===== src/rtl/riscv_core_pkg.sv =====
// Shared core constants and the fetch queue entry type.
// The fetch stage and its queue both import this package.
package riscv_core_pkg;

  localparam int XLEN = 32;
  localparam int ILEN = 32;

  localparam logic [XLEN-1:0] PC_STEP = 32'd4;

  typedef struct packed {
    logic [XLEN-1:0] pc;
    logic [ILEN-1:0] instr;
  } fetch_entry_t;

endpackage


===== src/rtl/fetch_queue.sv =====
// Small synchronous FIFO of fetched {pc, instr} pairs.
// Flush empties the queue and overrides a push or pop in the same cycle.
module fetch_queue
  import riscv_core_pkg::*;
#(
  parameter int DEPTH = 2,
  localparam int CW = $clog2(DEPTH) + 1
) (
  input  logic          clk,
  input  logic          rst_n,
  input  logic          push,
  input  logic          pop,
  input  logic          flush,
  input  fetch_entry_t  wr_entry,
  output fetch_entry_t  rd_entry,
  output logic [CW-1:0] count,
  output logic          empty,
  output logic          full
);

  localparam int AW = (DEPTH > 1) ? $clog2(DEPTH) : 1;

  fetch_entry_t  mem_q [DEPTH];
  fetch_entry_t  mem_d [DEPTH];
  logic [AW-1:0] wr_ptr_q, wr_ptr_d;
  logic [AW-1:0] rd_ptr_q, rd_ptr_d;
  logic [CW-1:0] count_q, count_d;

  // DEPTH is a power of two, so the pointers wrap on natural overflow.
  always_comb begin
    mem_d    = mem_q;
    wr_ptr_d = wr_ptr_q;
    rd_ptr_d = rd_ptr_q;
    count_d  = count_q;
    if (flush) begin
      wr_ptr_d = '0;
      rd_ptr_d = '0;
      count_d  = '0;
    end else begin
      if (push) begin
        mem_d[wr_ptr_q] = wr_entry;
        wr_ptr_d        = wr_ptr_q + AW'(1);
      end
      if (pop) begin
        rd_ptr_d = rd_ptr_q + AW'(1);
      end
      count_d = count_q + CW'(push) - CW'(pop);
    end
  end

  always_ff @(posedge clk or negedge rst_n) begin
    if (!rst_n) begin
      mem_q    <= '{default: '0};
      wr_ptr_q <= '0;
      rd_ptr_q <= '0;
      count_q  <= '0;
    end else begin
      mem_q    <= mem_d;
      wr_ptr_q <= wr_ptr_d;
      rd_ptr_q <= rd_ptr_d;
      count_q  <= count_d;
    end
  end

  assign rd_entry = mem_q[rd_ptr_q];
  assign count    = count_q;
  assign empty    = (count_q == '0);
  assign full     = (count_q == CW'(DEPTH));

endmodule


===== src/rtl/fetch_unit.sv =====
// Instruction fetch: sequential PC generation, in-order response buffering,
// and redirect handling that discards responses to requests already in flight.
module fetch_unit
  import riscv_core_pkg::*;
#(
  parameter logic [XLEN-1:0] RESET_PC = 32'h0000_0000,
  parameter int              QDEPTH   = 2
) (
  input  logic            clk,
  input  logic            rst_n,
  output logic            imem_req_valid,
  input  logic            imem_req_ready,
  output logic [XLEN-1:0] imem_req_addr,
  input  logic            imem_rsp_valid,
  input  logic [ILEN-1:0] imem_rsp_data,
  input  logic            redirect_valid,
  input  logic [XLEN-1:0] redirect_pc,
  output logic            instr_valid,
  input  logic            instr_ready,
  output logic [ILEN-1:0] instr_data,
  output logic [XLEN-1:0] instr_pc
);

  localparam int CW = $clog2(QDEPTH) + 1;

  logic [XLEN-1:0] fetch_pc_q, fetch_pc_d;
  logic [XLEN-1:0] rsp_pc_q, rsp_pc_d;
  logic [CW-1:0]   outstanding_q, outstanding_d;
  logic [CW-1:0]   drop_cnt_q, drop_cnt_d;

  logic [CW-1:0]   q_count;
  logic            q_empty, q_full;
  logic            q_push, q_pop;
  fetch_entry_t    q_wr_entry, q_head;

  logic            accept, stale, live;
  logic [CW:0]     occupancy;
  logic [XLEN-1:0] redirect_tgt;

  assign occupancy    = {1'b0, outstanding_q} + {1'b0, q_count};
  assign redirect_tgt = {redirect_pc[XLEN-1:2], 2'b00};

  // rst_n gates the request so nothing is offered while reset is held.
  assign imem_req_valid = rst_n && !redirect_valid && (occupancy < (CW+1)'(QDEPTH));
  assign imem_req_addr  = fetch_pc_q;
  assign accept         = imem_req_valid && imem_req_ready;

  assign stale = (drop_cnt_q != '0);
  assign live  = imem_rsp_valid && !stale;

  assign q_push     = live && !redirect_valid;
  assign q_pop      = instr_valid && instr_ready && !redirect_valid;
  assign q_wr_entry = '{pc: rsp_pc_q, instr: imem_rsp_data};

  always_comb begin
    fetch_pc_d    = fetch_pc_q;
    rsp_pc_d      = rsp_pc_q;
    outstanding_d = outstanding_q + CW'(accept) - CW'(imem_rsp_valid);
    drop_cnt_d    = drop_cnt_q - CW'(imem_rsp_valid && stale);
    if (redirect_valid) begin
      fetch_pc_d = redirect_tgt;
      rsp_pc_d   = redirect_tgt;
      // Every request still in flight after this cycle's response is stale.
      drop_cnt_d = outstanding_q - CW'(imem_rsp_valid);
    end else begin
      if (accept) fetch_pc_d = fetch_pc_q + PC_STEP;
      if (live)   rsp_pc_d   = rsp_pc_q + PC_STEP;
    end
  end

  always_ff @(posedge clk or negedge rst_n) begin
    if (!rst_n) begin
      fetch_pc_q    <= RESET_PC;
      rsp_pc_q      <= RESET_PC;
      outstanding_q <= '0;
      drop_cnt_q    <= '0;
    end else begin
      fetch_pc_q    <= fetch_pc_d;
      rsp_pc_q      <= rsp_pc_d;
      outstanding_q <= outstanding_d;
      drop_cnt_q    <= drop_cnt_d;
    end
  end

  fetch_queue #(.DEPTH(QDEPTH)) u_queue (
    .clk      (clk),
    .rst_n    (rst_n),
    .push     (q_push),
    .pop      (q_pop),
    .flush    (redirect_valid),
    .wr_entry (q_wr_entry),
    .rd_entry (q_head),
    .count    (q_count),
    .empty    (q_empty),
    .full     (q_full)
  );

  assign instr_valid = !q_empty;
  assign instr_data  = q_head.instr;
  assign instr_pc    = q_head.pc;

  a_drop_le_outstanding : assert property (@(posedge clk) disable iff (!rst_n)
    drop_cnt_q <= outstanding_q);
  a_capacity : assert property (@(posedge clk) disable iff (!rst_n)
    occupancy <= (CW+1)'(QDEPTH));
  a_no_live_at_full : assert property (@(posedge clk) disable iff (!rst_n)
    !(live && q_full));

endmodule


===== config.mk =====
export PLATFORM = sky130hd
export DESIGN_NAME = fetch_unit
export DESIGN_NICKNAME = d
export VERILOG_FILES = /design/src/rtl/riscv_core_pkg.sv /design/src/rtl/fetch_queue.sv /design/src/rtl/fetch_unit.sv
export SDC_FILE = /design/constraint.sdc
export NUM_CORES = 1
export LEC_CHECK = 0
export BUFFER_PORTS_ARGS = -buffer_cell sky130_fd_sc_hd__buf_2
export CORE_ASPECT_RATIO = 1.4
export CORE_UTILIZATION = 57
export CTS_BUF_LIST = sky130_fd_sc_hd__clkbuf_16
export DETAILED_ROUTE_END_ITERATION = 7
export PLACE_DENSITY = 0.87
export SYNTH_ARGS = -nofsm -noshare
export SYNTH_HDL_FRONTEND = slang
export SYNTH_HIERARCHICAL = 1
export SYNTH_SLANG_ARGS = --single-unit

===== constraint.sdc =====
create_clock -name clk -period 3 [get_ports clk]
set_clock_uncertainty 0.05 [all_clocks]
set_input_delay 0.3 -clock clk [delete_from_list [all_inputs] [get_ports clk]]
set_output_delay 0.3 -clock clk [all_outputs]
set_load 0.02 [all_outputs]

-- Word-level counts from Yosys, hierarchy flattened
Cells that the tools add are included.
- register bits after elaboration: 200
- input bits: 70
- output and inout port bits: 98
- word-level logic and storage cells: 64
- add/subtract/negate cells: 11
- order comparisons: 4
- mux-type cells: 16
- bitwise logic cells: 3
- reductions and logical operators: 19
- operator list (operator ; count):
    64-bit two-way mux ; 4
    128-bit bitwise mux ; 1
    32-bit two-way mux ; 4
    32-bit by 3-bit adder with 32-bit output, second input constant ; 2
    64-bit demux with 1-bit select ; 1
    2-bit nonzero test ; 5
    1-bit logical AND ; 9
    2-bit by 1-bit subtractor with 2-bit output ; 4
    2-bit by 1-bit adder with 2-bit output ; 2
    2-bit >= comparator, second input constant ; 2
    1-bit two-way mux ; 4
    2-bit two-way mux ; 2
    1-bit inverter with 2-bit output ; 2
    2-bit by 2-bit adder with 3-bit output ; 1
    1-bit logical NOT ; 3
    3-bit by 2-bit less-than comparator with 1-bit output, second input constant ; 1
    1-bit adder, second input constant ; 2
    2-bit logical NOT ; 1
    2-bit by 1-bit less-than comparator with 1-bit output, second input constant ; 1
    2-bit AND reduction ; 1
    1-bit inverter ; 1

-- Logic depth before layout (Yosys ltp)
- depth after elaboration: 7
- gate-level depth with buffers: 10
- gate-level depth less buffers: 9

-- Hierarchy
The synthesis kept the hierarchy.
- modules (own cells, without submodules) (module ; instances ; cells each ; area an instance (um2) ; sequential area each (um2)):
    fetch_queue ; 1 ; 360 ; 6058.3 ; 3303.2
    fetch_unit ; 1 ; 420 ; 3814.9 ; 1601.5

-- Least setup slack after synthesis
Ideal clock, no wire load.
- kind: register -> register
- start: reg u_queue.count_q[0], in the netlist u_queue/count[0]
- end: reg outstanding_q[1]
- setup time: 0.123 ns
- arrival: 2.406 ns
- data required time: 2.827 ns
- slack: 0.421 ns
- stages on the path, launching flop included: 11
- path buffers: 1
- period minus slack after synthesis: 2.579 ns
- path through: dfrtp_1 > and2_1 > fa_1 > and4bb_2 > clkbuf_1 > nand2_1 > ha_1 > inv_1 > ha_1 > xnor2_1 > xnor2_1
- cells in the longest elaborated chain, start to end: 6
- RTL lines (what ; RTL line ; RTL):
    from (decl) ; fetch_queue.sv:27 ; logic [CW-1:0] count_q, count_d;
    from (signal assigned) ; fetch_queue.sv:61 ; count_q <= count_d;
    2-bit by 2-bit adder with 3-bit output ; fetch_unit.sv:40 ; assign occupancy = {1'b0, outstanding_q} + {1'b0, q_count};
    3-bit by 2-bit less-than comparator with 1-bit output ; fetch_unit.sv:44 ; assign imem_req_valid = rst_n && !redirect_valid && (occupancy < (CW+1)'(QDEPTH));
    1-bit logical AND ; fetch_unit.sv:44 ;
    1-bit logical AND ; fetch_unit.sv:46 ; assign accept = imem_req_valid && imem_req_ready;
    2-bit by 1-bit adder with 2-bit output ; fetch_unit.sv:58 ; outstanding_d = outstanding_q + CW'(accept) - CW'(imem_rsp_valid);
    2-bit by 1-bit subtractor with 2-bit output ; fetch_unit.sv:58 ;
    net outstanding_d[1] ; fetch_unit.sv:28 ; logic [CW-1:0] outstanding_q, outstanding_d;
    to (signal assigned) ; fetch_unit.sv:80 ; outstanding_q <= outstanding_d;
    to (decl) ; fetch_unit.sv:28 ;
The timed path passes the listed nets, and every way through them passes these cells.
A chain may end at the register's enable or synchronous reset.

-- Worst setup path in the final report
- start: reg u_queue.count_q[0], in the netlist u_queue/count[0]
- end: reg fetch_pc_q[17], in the netlist imem_req_addr[17]
- cells in the longest elaborated chain, start to end: 5
- RTL lines (what ; RTL line ; RTL):
    2-bit by 2-bit adder with 3-bit output ; fetch_unit.sv:40 ;
    3-bit by 2-bit less-than comparator with 1-bit output ; fetch_unit.sv:44 ;
    1-bit logical AND ; fetch_unit.sv:44 ;
    1-bit logical AND ; fetch_unit.sv:46 ;
    2-bit nonzero test (no line) ; n/a ;
    to (signal assigned) ; fetch_unit.sv:78 ; fetch_pc_q <= fetch_pc_d;
    to (decl) ; fetch_unit.sv:26 ; logic [XLEN-1:0] fetch_pc_q, fetch_pc_d;
Every way passes these cells.

==> run metrics <==
Max transition margin 0.2906; MaxCap Viol Count 0; worst slack, placed 0.2645 ns; Diodes inserted 0; Die Area around 18000 µm²; Hold WC Path Type input pin to flip-flop; CTS tree done; crit path kind flip-flop to flip-flop; GPL Wtd Cong between 0.8 and 0.9; worst-margin pin slew 1.064 ns; Final Hold Viols 0; Worst Path Arrival 3.02 ns; Antenna Nets Post-Route 0; clk sink count 196; largest net degree at the start of global routing 86; initial antenna violation count 0; Final setup viols 0; post-CTS setup buffer count 0; final worst slack 0.2779 ns; Die X 113.2 µm; gr usage total 0.2431; CP max FO 13; Clock H-tree levels 4; TritonRoute pass-1 iters 4; Residual DRC 0; clk slew on worst S/H paths about 0.07 ns; drt total wl 20.99 mm; CTS Buf Count 17; Synth-to-Final Area Change 14.86%; startpoint types flip-flop; Fillers 1219; Mapped Cells 779; peak supply drop around 400 µV; Die Y 157.7 µm; final slew viol count 0; GRT overflow 0; total power between 9 and 10 mW; Initial Utilization 0.5868; Critical Path Sink Type flip-flop; Final min period 2.722 ns; clk buf depth 2; # port buffers 163; hpwl dp about 14 mm; status completed; total vias in the final route 6890; area occupied by multi-input gates 4577 µm²; YS warnings 6; ratio of cells with drive above 1 in the final layout 0.4355; via/cell ratio 5.997; fmax 0.3674 GHz; Skew-Pair Late Insertion Delay roughly 0.43 ns; first-pass GRT wire length 33.92 mm; register area 4906 µm²; Std-Cell Rows 56; WL/cell 18.27 µm; leakage 5.273 nW; Mean Syn Cell Area 12.67 µm²; Core Region 16820 µm²; Root Driver clkbuf_16; Mapped Area 9867 µm²; NumNets Final 1013; IO Pins 168; most common cell after layout, fill and taps aside dfrtp_1; DRT iter0 DRCs 414; Worst EP required 3.30 ns; pwr/cell area 828.0 nW/µm²; unrepaired setup endpoints after global routing no; fin crit share 0.9074; setup total negative slack 0 ns; vias in the first global route 6853; most frequent cells in the layout dfrtp_1 (195), buf_2 (162), mux2_2 (135), mux2_4 (60), nor2_1 (40)
final timing paths:
| path | depth (start not counted) | slack, ns | startpoint | end |
|---|---|---|---|---|
| max in group asynchronous | 4 | 0.94 | rst_n | imem_req_addr[13] |
| min | 2 | 0.06 | imem_rsp_data[20] | u_queue/mem_q[20] |
| max reg2reg | 6 | 0.28 | u_queue/count[0] | imem_req_addr[17] |
| max | 6 | 0.28 | u_queue/count[0] | imem_req_addr[17] |
| min in group asynchronous | 2 | 0.24 | rst_n | outstanding_q[0] |
| min reg2reg | 1 | 0.44 | u_queue/mem_q[105] | u_queue/mem_q[105] |
state kept, by name, indices dropped and copies added (netlist names):
name,cells
u_queue/mem_q,128
u_queue/count,2
imem_req_addr,30
u_queue/rd_ptr_q,1
u_queue/wr_ptr_q,1
drop_cnt_q,2
outstanding_q,2
rsp_pc_q,30
area by class of cell:
type,instances,area share
clock inverter,14,0.01203
clock buffer,17,0.03754
multi-input combinational,528,0.4038
inverter,14,0.004637
sequential,196,0.4329
timing repair buffer,177,0.08666
tap,203,0.02241
power breakdown:
part,switching (mW),leakage (nW),internal [mW]
sequential,0.515,2.44,3.43
combinational,1.63,2.56,1.61
clock,0.986,0.272,1.22
through the flow:
| stage | instances | hold slack [ns] | utilization | cell area (µm²) |
|---|---|---|---|---|
| 6_report | 1149 | 0.06162 | 0.6740 | 11330 |
| 3_5_place_dp | 1117 | 0.1397 | 0.6400 | 10760 |
| 4_1_cts | 1149 | 0.04246 | 0.6740 | 11330 |
| 5_1_grt | 1149 | 0.04865 | 0.6740 | 11330 |
| 3_3_place_gp | 1117 | 0.1361 | 0.6400 | 10760 |
| 2_1_floorplan | 784 | -0.04559 | - | 9886 |
worst max-delay path: stages (launching register included):
cell and delay, ns:
dfrtp_1 0.40, and2_1 0.17, fa_1 0.48, and4bb_2 0.49
nand4_1 0.35, or4_1 0.51, a31oi_1 0.19
repair_timing:
item / CTS / global route
resized for setup: 0 / 0
hold endpoints to repair: 22 / 0
setup endpoints to repair: 0 / 0
hold buffers: 1 / 0
per-layer routing:
metal | GRT usage | part of all wire
met1 | 0.3050 | 0.43
met3 | 0.04824 | 0.043
met4 | 0.1084 | 0.028
met2 | 0.4081 | 0.50
met5 | 0 | 0
Power figures use the tool's default switching activity.
